--- src/rtl/johnson_pkg.sv ---
// Shared definitions for the Johnson counter sequencer.
//   - cmd_op_e     : command opcodes carried on cmd_op
//   - seq_state_e  : sequencer FSM states
//   - JC_WIDTH     : default Johnson register width
//   - is_johnson_legal() : legality check for a counter value
package johnson_pkg;

  localparam int unsigned JC_WIDTH = 8;
  // Widest counter the legality helper can inspect.
  localparam int unsigned JC_MAX_W = 32;

  typedef enum logic [1:0] {
    CMD_RUN   = 2'd0,
    CMD_STOP  = 2'd1,
    CMD_STEP  = 2'd2,
    CMD_BURST = 2'd3
  } cmd_op_e;

  typedef enum logic [2:0] {
    ST_IDLE,
    ST_RUN,
    ST_BURST,
    ST_STEP,
    ST_RECOVER
  } seq_state_e;

  // A Johnson state is a thermometer code (ones packed at the LSB side) or
  // its complement. Both forms have at most one boundary between adjacent
  // bits, and every pattern with at most one boundary is one of them, so
  // counting boundaries within the low `width` bits is sufficient.
  function automatic logic is_johnson_legal(input logic [JC_MAX_W-1:0] state,
                                            input int unsigned         width);
    int unsigned edges;
    edges = 0;
    for (int unsigned i = 0; i + 1 < JC_MAX_W; i++) begin
      if ((i + 1 < width) && (state[i] != state[i+1]))
        edges++;
    end
    return (edges <= 1);
  endfunction

endpackage

--- src/rtl/johnson_tick_gen.sv ---
// Step-rate prescaler for the Johnson sequencer.
// Ports:
//   clk  - clock, rising edge
//   rst  - synchronous active-high reset, zeroes the prescaler
//   clr  - synchronous restart of the prescaler from zero
//   div  - tick period minus one, sampled continuously
//   tick - high in the cycle where the count equals div
module johnson_tick_gen #(
  parameter int unsigned DIV_W = 16
) (
  input  logic             clk,
  input  logic             rst,
  input  logic             clr,
  input  logic [DIV_W-1:0] div,
  output logic             tick
);

  logic [DIV_W-1:0] count;

  assign tick = (count == div);

  // If div is lowered below the current count, the count simply runs on
  // and wraps; it is never clamped.
  always_ff @(posedge clk) begin
    if (rst || clr || tick)
      count <= '0;
    else
      count <= count + 1'b1;
  end

endmodule

--- src/rtl/johnson_seq_ctrl.sv ---
// Sequencer and command front-end for the Johnson counter datapath.
// Accepts RUN/STOP/STEP/BURST commands over valid/ready, divides the clock
// into step ticks and drives step/direction/clear strobes into the counter.
// Illegal (non-Johnson) counter values seen while running cause a one-cycle
// clear, a sticky error flag and a return to idle.
// Ports:
//   clk, rst   - clock and synchronous active-high reset
//   cmd_valid  - command present
//   cmd_ready  - command accepted when cmd_valid && cmd_ready
//   cmd_op     - 0=RUN 1=STOP 2=STEP 3=BURST
//   cmd_dir    - 0=shift toward MSB, 1=reverse
//   cmd_len    - BURST step count
//   div        - tick period minus one
//   jc_state   - counter value fed back from the datapath
//   jc_step    - one-cycle advance strobe (registered)
//   jc_dir     - direction presented with jc_step
//   jc_clear   - one-cycle clear strobe (registered)
//   busy       - high in any state other than idle
//   done       - one-cycle completion pulse
//   err        - sticky illegal-state flag, cleared only by rst
module johnson_seq_ctrl
  import johnson_pkg::*;
#(
  parameter int unsigned WIDTH   = JC_WIDTH,
  parameter int unsigned DIV_W   = 16,
  parameter int unsigned BURST_W = 8
) (
  input  logic               clk,
  input  logic               rst,
  input  logic               cmd_valid,
  output logic               cmd_ready,
  input  logic [1:0]         cmd_op,
  input  logic               cmd_dir,
  input  logic [BURST_W-1:0] cmd_len,
  input  logic [DIV_W-1:0]   div,
  input  logic [WIDTH-1:0]   jc_state,
  output logic               jc_step,
  output logic               jc_dir,
  output logic               jc_clear,
  output logic               busy,
  output logic               done,
  output logic               err
);

  seq_state_e         state;
  logic [BURST_W-1:0] burst_cnt;
  cmd_op_e            op;
  logic               accept;
  logic               stop_req;
  logic               presc_clr;
  logic               tick;
  logic               jc_legal;

  assign op       = cmd_op_e'(cmd_op);
  assign accept   = cmd_valid && cmd_ready;
  assign stop_req = accept && (op == CMD_STOP);

  // Restart the prescaler on entry to RUN/BURST so the first step lands
  // div+1 cycles after acceptance.
  assign presc_clr = accept && (state == ST_IDLE) &&
                     ((op == CMD_RUN) || ((op == CMD_BURST) && (cmd_len != '0)));

  assign jc_legal = is_johnson_legal(JC_MAX_W'(jc_state), WIDTH);

  johnson_tick_gen #(
    .DIV_W (DIV_W)
  ) u_tick_gen (
    .clk  (clk),
    .rst  (rst),
    .clr  (presc_clr),
    .div  (div),
    .tick (tick)
  );

  always_ff @(posedge clk) begin
    if (rst) begin
      state     <= ST_IDLE;
      burst_cnt <= '0;
      cmd_ready <= 1'b1;
      busy      <= 1'b0;
      done      <= 1'b0;
      err       <= 1'b0;
      jc_step   <= 1'b0;
      jc_clear  <= 1'b0;
      jc_dir    <= 1'b0;
    end else begin
      jc_step  <= 1'b0;
      jc_clear <= 1'b0;
      done     <= 1'b0;

      case (state)
        ST_IDLE: begin
          if (accept) begin
            if (op != CMD_STOP)
              jc_dir <= cmd_dir;
            case (op)
              CMD_RUN: begin
                state <= ST_RUN;
                busy  <= 1'b1;
              end
              CMD_STEP: begin
                state     <= ST_STEP;
                busy      <= 1'b1;
                cmd_ready <= 1'b0;
                jc_step   <= 1'b1;
                done      <= 1'b1;
              end
              CMD_BURST: begin
                if (cmd_len == '0) begin
                  done <= 1'b1;
                end else begin
                  state     <= ST_BURST;
                  busy      <= 1'b1;
                  burst_cnt <= cmd_len;
                end
              end
              default: ;
            endcase
          end
        end

        // A burst whose last step has been issued sits here for one cycle
        // with burst_cnt==0 so that done trails the final step by a cycle.
        ST_RUN, ST_BURST: begin
          if (!jc_legal) begin
            state     <= ST_RECOVER;
            cmd_ready <= 1'b0;
            err       <= 1'b1;
            jc_clear  <= 1'b1;
            burst_cnt <= '0;
          end else if (stop_req || ((state == ST_BURST) && (burst_cnt == '0))) begin
            state     <= ST_IDLE;
            busy      <= 1'b0;
            done      <= 1'b1;
            burst_cnt <= '0;
          end else if (tick) begin
            jc_step <= 1'b1;
            if (state == ST_BURST)
              burst_cnt <= burst_cnt - 1'b1;
          end
        end

        ST_STEP, ST_RECOVER: begin
          state     <= ST_IDLE;
          busy      <= 1'b0;
          cmd_ready <= 1'b1;
        end

        default: begin
          state     <= ST_IDLE;
          busy      <= 1'b0;
          cmd_ready <= 1'b1;
          burst_cnt <= '0;
        end
      endcase
    end
  end

endmodule

--- config.mk ---
export PLATFORM = sky130hd
export DESIGN_NAME = johnson_seq_ctrl
export DESIGN_NICKNAME = d
export VERILOG_FILES = /design/src/rtl/johnson_pkg.sv /design/src/rtl/johnson_tick_gen.sv /design/src/rtl/johnson_seq_ctrl.sv
export SDC_FILE = /design/constraint.sdc
export NUM_CORES = 1
export LEC_CHECK = 0
export CAP_MARGIN = 20
export CORE_MARGIN = 2
export CORE_UTILIZATION = 40
export DETAILED_ROUTE_END_ITERATION = 10
export PLACE_DENSITY = 0.69
export SLEW_MARGIN = 40
export SYNTH_ARGS = -nofsm -noshare
export SYNTH_HDL_FRONTEND = slang
export SYNTH_SLANG_ARGS = --single-unit
--- constraint.sdc ---
create_clock -name clk -period 8.8 [get_ports clk]
set_clock_uncertainty 0.1 [all_clocks]
set_input_delay 1.32 -clock clk [delete_from_list [all_inputs] [get_ports clk]]
set_output_delay 1.32 -clock clk [all_outputs]
set_load 0.03 [all_outputs]
==> results of run 1 <==
logic make-up after synthesis:
family	share of synthesized area
simple gates	0.311
compound gates	0.202
xor+xnor	0.151
flops	0.247
buf+inv	0.0535
fa+ha+maj	0.0317
mux	0.00408
final timing paths:
check | start | end | slack (ns) | depth (start not counted)
max | jc_state[2] | burst_cnt[5] | 1.73 | 20
min | jc_dir | jc_dir | 0.36 | 2
max reg2reg | burst_cnt[0] | burst_cnt[5] | 5.93 | 10
min reg2reg | jc_dir | jc_dir | 0.36 | 2
per-layer routing:
layer / global-route usage / vias up / part of all wire
met5: 0 / - / 0
met4: 0.0582 / 0 / 0.013
met1: 0.236 / 1176 / 0.47
met3: 0.0360 / 9 / 0.042
met2: 0.319 / 63 / 0.48
li1: - / 1306 / -
sequential cells by signal, summed over array words and instances (netlist names):
| signal | count |
|---|---|
| cmd_ready | 1 |
| jc_clear | 1 |
| err | 1 |
| state | 3 |
| done | 1 |
| u_tick_gen.count | 16 |
| burst_cnt | 8 |
| busy | 1 |
| jc_dir | 1 |
| jc_step | 1 |
Yosys cell counts, types with 6 or more instances:
| cell | instances | area share |
|---|---|---|
| dfxtp_1 | 34 | 0.25 |
| nor3_1 | 8 | 0.015 |
| ha_1 | 7 | 0.032 |
| and3_1 | 10 | 0.023 |
| xor2_1 | 16 | 0.051 |
| nand4_1 | 8 | 0.018 |
| xnor2_1 | 28 | 0.089 |
| clkbuf_1 | 6 | 0.0082 |
| nand2_1 | 26 | 0.035 |
| inv_1 | 11 | 0.015 |
| nor2_1 | 36 | 0.049 |
| o21ai_0 | 6 | 0.011 |
| a21oi_1 | 19 | 0.034 |
| nand3_1 | 16 | 0.029 |
per-stage QoR:
| stage | util | instances | total power [µW] | cell area, µm² | setup WS (ns) |
|---|---|---|---|---|---|
| final | 0.491 | 454 | 592 | 3300 | 1.73 |
| after global routing | 0.491 | 454 | 637 | 3300 | 1.31 |
| after CTS | 0.491 | 454 | 594 | 3300 | 1.74 |
| after detailed placement | 0.477 | 446 | 468 | 3200 | 1.44 |
| after global placement | 0.475 | 446 | 461 | 3190 | 1.37 |
| after floorplan | - | 339 | 404 | 2760 | 2.71 |
power by group through the flow:
stage	combinational (µW)	sequential (µW)	clock, µW
finish	282	186	124
global route	313	189	135
CTS	281	186	127
detailed placement	279	189	0
global placement	272	189	0
floorplan	212	192	0
worst max-delay path: stages:
cell and delay (ns):
clkdlybuf4s50_1 0.68, xor2_1 0.28, ha_1 0.40, xnor2_2 0.53, xnor2_1 0.18, ha_1 0.28, nand2_1 0.07, o21ai_0 0.08
ha_1 0.30, a211o_1 0.28, o21bai_2 0.23, ha_1 0.36, mux2_2 0.28, ha_1 0.29, a22o_1 0.22, a221oi_2 0.20
o21ai_2 0.15, nor3_2 0.57, a21boi_1 0.13, a221o_1 0.34
cell usage in the layout (no fill, tap or decap), types with 4 or more instances in the layout:
master / netlist / routed
a22oi_1: 5 / 5
nor3_1: 8 / 8
nor4_1: 4 / 4
o2bb2ai_1: 4 / 4
xnor2_1: 28 / 27
nand3b_1: 5 / 5
nor2_1: 36 / 36
nor3b_1: 5 / 5
nand4_1: 8 / 8
o21ai_1: 4 / 4
nand2_1: 26 / 26
a21oi_1: 19 / 19
nand3_1: 16 / 16
o21ai_0: 6 / 6
inv_1: 11 / 11
dfxtp_1: 34 / 34
and3_1: 10 / 10
clkdlybuf4s50_1: 0 / 44
ha_1: 7 / 7
clkbuf_8: 0 / 6
xor2_1: 16 / 16
cell type report:
| class | count | area (µm²) |
|---|---|---|
| multi-input combinational | 277 | 1940 |
| clock buffer | 6 | 82.6 |
| clock inverter | 2 | 12.5 |
| tap | 80 | 100 |
| timing repair buffer | 44 | 440 |
| fill | 659 | 3420 |
| sequential | 34 | 681 |
| inverter | 11 | 41.3 |
==> flow_summary.toml, run 1 <==
[run_status]
status = "complete, no violations"

[die]
io_pins = 45
core_um2 = 6720
die-width_um = 87.1
fp.dieH_um = 87.1
num_rows = 30
die-area_um2 = 7580
start_util = 0.411

[yosys]
netlist_area_um2 = 2760
avgSynthCellArea_um2 = 8.14
synth_cell_types = 73
synth-seq-area-share = 0.247
ys_ff_latch = 34
async_flop_share = 0
yosysWarnings = 0
synth-edff-count = 0
syn_nets = 384
synth-main-ff-cell = "dfxtp_1"
synthCells = 339

[sta]
maxSlewHeadroom = 0.478
finalMaxSlewViolations = 0
rsz0062_at_grt = "no"
setup_viol = 0
tightest_slew_ns = 0.781
post-route-min-period_ns = 7.07
whs_ns = 0.364
fin_crit_sh = 0.804
setup_tns_ns = 0
finalHoldViolations = 0
fmax_ghz = 0.141

[grt]
grt_first_pass_wirelength_mm = 11.4
grt_overflow = 0
grt_pass1_vias = 2463
grt_max_degree = 24
antenna_found_initial = 0
grtUsageTotal = 0.186

[placed_design]
io_buffers = 44
place_congestion = 0.782
dp.final_hpwl_mm = 4.92

[clocking]
post-cts-setup-buffer-count = 0
clk_pin_slew_ns = 0.07
numCtsBuffers = 5
cts_tree = "done"
clockRootBuffer = "clkbuf_8"
cts.htree.levels = 2
clk-insertion-delay-late_ns = 0.30
cts_hold_buf = 0
clock_sinks = 34
cts_buffer_depth = 2
cts_resized = 0

[detailed_routing]
vias = 2554
drc_errors = 0
avgViaCountPerCell = 5.63
first_iter_violations = 108
drt_wl_total_mm = 6.56
drtPass1Iterations = 4
ant_nets = 0
post_drt_wl_per_cell_um = 14.4

[worst_setup_path]
critPathRequiredTime_ns = 8.89
critical_path_class = "primary input to register"
cp-end-kind = "register"
crit_arrival_ns = 7.17
cp_max_fo = 11
critPathLaunchType = "primary input"

[power_and_ir_drop]
clkPwrFrac = 0.209
p_comb_frac = 0.477
p_leak_uw = 0.00119
switching_share = 0.403
p_int_uw = 354
p_per_area_nw_per_um2 = 180
p_seq_frac = 0.314
peakVddDrop_mv = 0.0761
netSwitchingPower_uw = 238

[cells_and_area]
nNetsFinal = 418
syn2layout_area_growth_pct = 19.4
drive_gt1_frac = 0.0749
antenna_cells = 0

[worst_hold_path]
hold_class = "register to register"

[flow_run]
drv_cap = 0
Power figures use the tool's default switching activity.
==> inputs of run 2 (changes only) <==
==> constraint.sdc (replaced) <==
create_clock -name clk -period 7.4 [get_ports clk]
set_clock_uncertainty 0.1 [all_clocks]
set_input_delay 1.11 -clock clk [delete_from_list [all_inputs] [get_ports clk]]
set_output_delay 1.11 -clock clk [all_outputs]
set_load 0.03 [all_outputs]
==> flow_summary.toml, run 2 (synthesis results as in run 1) <==
[cells_and_area]
antenna_cells = 0
largestRegisters = "u_tick_gen.count: 16 flops, burst_cnt: 8 flops, state: 3 flops"
drive_gt1_frac = 0.0796
regMostFlops = "u_tick_gen.count"
fill_cells = 631
largest_reg_flops = 16
nNetsFinal = 421
final_cell_mix = "clkdlybuf4s50_1 (44), nor2_1 (36), dfxtp_1 (34)"
final_common_cell = "clkdlybuf4s50_1"
syn2layout_area_growth_pct = 21.7

[sta]
post-route-min-period_ns = 6.64
whs_ns = 0.375
tightest_slew_ns = 0.762
setup_viol = 0
maxSlewHeadroom = 0.491
finalMaxSlewViolations = 0
fin_crit_sh = 0.897
setup_slack_ns = 0.763
finalHoldViolations = 0
setup_tns_ns = 0
rsz0062_at_grt = "no"
fmax_ghz = 0.151

[placed_design]
place_congestion = 0.855
dp.final_hpwl_mm = 5.01
io_buffers = 44
pre_cts_slack_ns = 0.486

[clocking]
post-cts-setup-buffer-count = 0
cts_hold_buf = 0
cts_tree = "done"
clk-insertion-delay-late_ns = 0.29
cts.htree.levels = 2
clock_sinks = 34
cts_buffer_depth = 2
clk_pin_slew_ns = 0.08
numCtsBuffers = 5
clockRootBuffer = "clkbuf_8"
cts_resized = 0

[flow_run]
drv_cap = 0

[grt]
grt_max_degree = 24
grtUsageTotal = 0.181
grt_pass1_vias = 2456
grt_overflow = 0
antenna_found_initial = 0
grt_first_pass_wirelength_mm = 11.3

[worst_setup_path]
cp_max_fo = 12
critPathRequiredTime_ns = 7.50
cpMaxStageDelayCell = "clkdlybuf4s50_1"
critical_path_class = "primary input to register"
critPathLaunchType = "primary input"
crit_arrival_ns = 6.74
path_cells = "clkdlybuf4s50_1, xor2_1, ha_1, nand2b_1, a32oi_4, inv_1, ha_1, nand2_1, o21ai_0, ha_1, a211o_1, o21bai_2, ha_1, mux2_2, ha_1, a22o_1, a221oi_2, o21ai_2, nor4_4, a32oi_1, o32ai_2"
cp-end-kind = "register"
cpPeakStageDelay_ns = 0.66
crit_top_cell = "ha_1"

[die]
fp.dieH_um = 87.1
start_util = 0.411
die-width_um = 87.1
die-area_um2 = 7580
num_rows = 30
core_um2 = 6720
io_pins = 45

[detailed_routing]
avgViaCountPerCell = 5.64
drtPass1Iterations = 4
post_drt_wl_per_cell_um = 14.2
drc_errors = 0
drt_wl_total_mm = 6.51
ant_nets = 0
vias = 2577
first_iter_violations = 93

[power_and_ir_drop]
p_per_area_nw_per_um2 = 232
peakVddDrop_mv = 0.131
power_uw = 780
p_leak_uw = 0.00122

[run_status]
status = "complete, no violations"

[worst_hold_path]
hold_class = "register to register"
## run 2: worst max-delay path, delay by kind of cell
family / cells / cell delay, ns
buffers and inverters: 2 / 0.74
AO/OA/AOI/OAI: 9 / 1.83
AND/OR/NAND/NOR: 3 / 0.93
multiplexers: 1 / 0.28
XOR/XNOR: 1 / 0.27
adder cells (fa/ha/maj): 5 / 1.58
## run 2: area by class of cell
cell class                 instances  area [µm²]  share of cell area
inverter                          11        41.3              0.0123
timing repair buffer              47         463               0.138
tap                               80         100              0.0298
multi-input combinational        277        1930               0.575
clock inverter                     2        60.1              0.0179
sequential                        34         681               0.203
clock buffer                       6        82.6              0.0246
## run 2: path summary, 6_finish.rpt
kind,slack (ns),depth (start not counted),startpoint,end
setup / recovery,0.76,21,jc_state[2],burst_cnt[6]
hold / removal,0.38,2,jc_dir,jc_dir
setup reg to reg,4.42,10,burst_cnt[0],burst_cnt[5]
hold reg to reg,0.38,2,jc_dir,jc_dir
## run 2: through the flow
step / cells / area [µm²] / utilization
after floorplan: 339 / 2760 / -
after global placement: 449 / 3220 / 0.479
after detailed placement: 449 / 3220 / 0.479
after CTS: 457 / 3360 / 0.500
after global routing: 457 / 3360 / 0.500
final: 457 / 3360 / 0.500
## run 2: where the power goes
part	switching [µW]	internal (µW)
registers	20.7	200
clock network	71.7	144
logic	191	153
total	283	496
## run 2: layer usage
metal  wire length, µm  part of all wire  track usage
met2              3040              0.47        0.299
met4                68             0.010       0.0398
met1              3140              0.48        0.245
met5                 0                 0            0
met3               249             0.038       0.0341
==> inputs of run 3 (changes only) <==
--- a/config.mk
+++ b/config.mk
@@ -10,6 +10,7 @@
 export CORE_UTILIZATION = 40
 export DETAILED_ROUTE_END_ITERATION = 10
 export PLACE_DENSITY = 0.69
+export SKIP_CTS_REPAIR_TIMING = 1
 export SLEW_MARGIN = 40
 export SYNTH_ARGS = -nofsm -noshare
 export SYNTH_HDL_FRONTEND = slang
==> constraint.sdc (replaced) <==
create_clock -name clk -period 7.4 [get_ports clk]
set_clock_uncertainty 0.1 [all_clocks]
set_input_delay 1.85 -clock clk [delete_from_list [all_inputs] [get_ports clk]]
set_output_delay 1.85 -clock clk [all_outputs]
set_load 0.03 [all_outputs]
==> flow_summary.toml, run 3 (synthesis results as in run 1) <==
[detailed_routing]
drt_wl_total_mm = 6.44
vias = 2557
avgViaCountPerCell = 5.57
drtPass1Iterations = 5
post_drt_wl_per_cell_um = 14.0
drc_errors = 0
ant_nets = 0
first_iter_violations = 102

[cells_and_area]
largestRegisters = "u_tick_gen.count: 16 flops, burst_cnt: 8 flops, state: 3 flops"
fin_area_um2 = 3350
antenna_cells = 0
largest_reg_flops = 16
nNetsFinal = 424
fill_cells = 637
syn2layout_area_growth_pct = 21.4
final_common_cell = "clkdlybuf4s50_1"
regMostFlops = "u_tick_gen.count"
drive_gt1_frac = 0.0844
final_cell_mix = "clkdlybuf4s50_1 (44), nor2_1 (36), dfxtp_1 (34)"

[clocking]
cts_tree = "done"
clock_sinks = 34
cts.htree.levels = 2
cts_buffer_depth = 2
numCtsBuffers = 5
clk_pin_slew_ns = 0.07
clk-insertion-delay-late_ns = 0.29
clockRootBuffer = "clkbuf_8"

[power_and_ir_drop]
p_per_area_nw_per_um2 = 220
peakVddDrop_mv = 0.123
netSwitchingPower_uw = 277
p_seq_frac = 0.299
p_leak_uw = 0.00122
power_uw = 739
p_comb_frac = 0.465
p_int_uw = 462
switching_share = 0.375
clkPwrFrac = 0.235

[die]
fp.dieH_um = 87.1
num_rows = 30
start_util = 0.411
die-area_um2 = 7580
io_pins = 45
die-width_um = 87.1
core_um2 = 6720

[sta]
whs_ns = 0.375
setup_slack_ns = 0.428
rsz0062_at_grt = "no"
finalMaxSlewViolations = 0
post-route-min-period_ns = 6.97
tightest_slew_ns = 0.741
setup_viol = 0
setup_tns_ns = 0
finalHoldViolations = 0
fmax_ghz = 0.143
maxSlewHeadroom = 0.502
fin_crit_sh = 0.942

[worst_setup_path]
cpPeakStageDelay_ns = 0.48
crit_arrival_ns = 7.08
crit_top_cell = "ha_1"
critPathLaunchType = "primary input"
cp_max_fo = 7
cpMaxStageDelayCell = "clkdlybuf4s50_1"
critPathRequiredTime_ns = 7.50
critical_path_class = "primary input to register"
cp-end-kind = "register"
path_cells = "clkdlybuf4s50_1, xor2_1, ha_1, nand2b_1, a32oi_4, inv_1, ha_1, nand2_1, o21ai_0, ha_1, a211o_1, o21bai_2, ha_1, mux2_2, ha_1, a22o_1, a221oi_2, o21ai_2, nor3_2, buf_4, a221oi_2, o32ai_2"

[placed_design]
placedInstanceArea_um2 = 3240
pre_cts_slack_ns = 0.164
dp.final_hpwl_mm = 4.89
place_congestion = 0.861
io_buffers = 44

[grt]
grt_pass1_vias = 2362
grt_first_pass_wirelength_mm = 10.7
grtUsageTotal = 0.174
grt_overflow = 0
grt_max_degree = 24
antenna_found_initial = 0

[run_status]
status = "complete, no violations"

[flow_run]
drv_cap = 0

[worst_hold_path]
hold_class = "register to register"
-- run 3: cell types whose count changed in the layout (fill, tap and decap cells not counted), sizes merged --
cell / previous run / this run
buf: 3 / 6
bufinv: 2 / 1
-- run 3: metal layers --
metal  part of all wire  up-vias  GRT usage
li1                   -     1315          -
met1               0.49     1176      0.241
met2               0.44       57      0.269
met4              0.015        0     0.0568
met3              0.048        9     0.0360
met5                  0        -          0
-- run 3: area by class of cell --
class | count | area, µm² | share of cell area
clock buffer | 6 | 82.6 | 0.0246
clock inverter | 1 | 30.0 | 0.00896
inverter | 11 | 41.3 | 0.0123
multi-input combinational | 277 | 1930 | 0.576
sequential | 34 | 681 | 0.203
tap | 80 | 100 | 0.0299
timing repair buffer | 50 | 485 | 0.145
-- run 3: power groups by stage --
stage	Combinational [µW]	Clock [µW]	Sequential, µW
2_1_floorplan	252	0	228
3_3_place_gp	334	0	225
3_5_place_dp	340	0	225
4_1_cts	343	178	221
5_1_grt	380	189	224
6_report	344	174	221
-- run 3: final timing paths --
check | from | to | slack, ns | cells past startpoint
setup / recovery | jc_state[1] | burst_cnt[6] | 0.43 | 22
hold / removal | jc_dir | jc_dir | 0.38 | 2
setup reg to reg | burst_cnt[0] | burst_cnt[5] | 4.37 | 10
hold reg to reg | jc_dir | jc_dir | 0.38 | 2
-- run 3: metrics by stage --
stage / util / std cells
final: 0.499 / 459
after global routing: 0.499 / 459
after CTS: 0.499 / 459
after detailed placement: 0.482 / 452
after global placement: 0.482 / 452
after floorplan: - / 339
-- run 3: worst max-delay path, delay by kind of cell --
family | cells | cell delay, ns
AO/OA/AOI/OAI | 9 | 1.75
AND/OR/NAND/NOR | 3 | 0.65
adder cells (fa/ha/maj) | 5 | 1.56
buffers and inverters | 3 | 0.78
multiplexers | 1 | 0.28
XOR/XNOR | 1 | 0.19
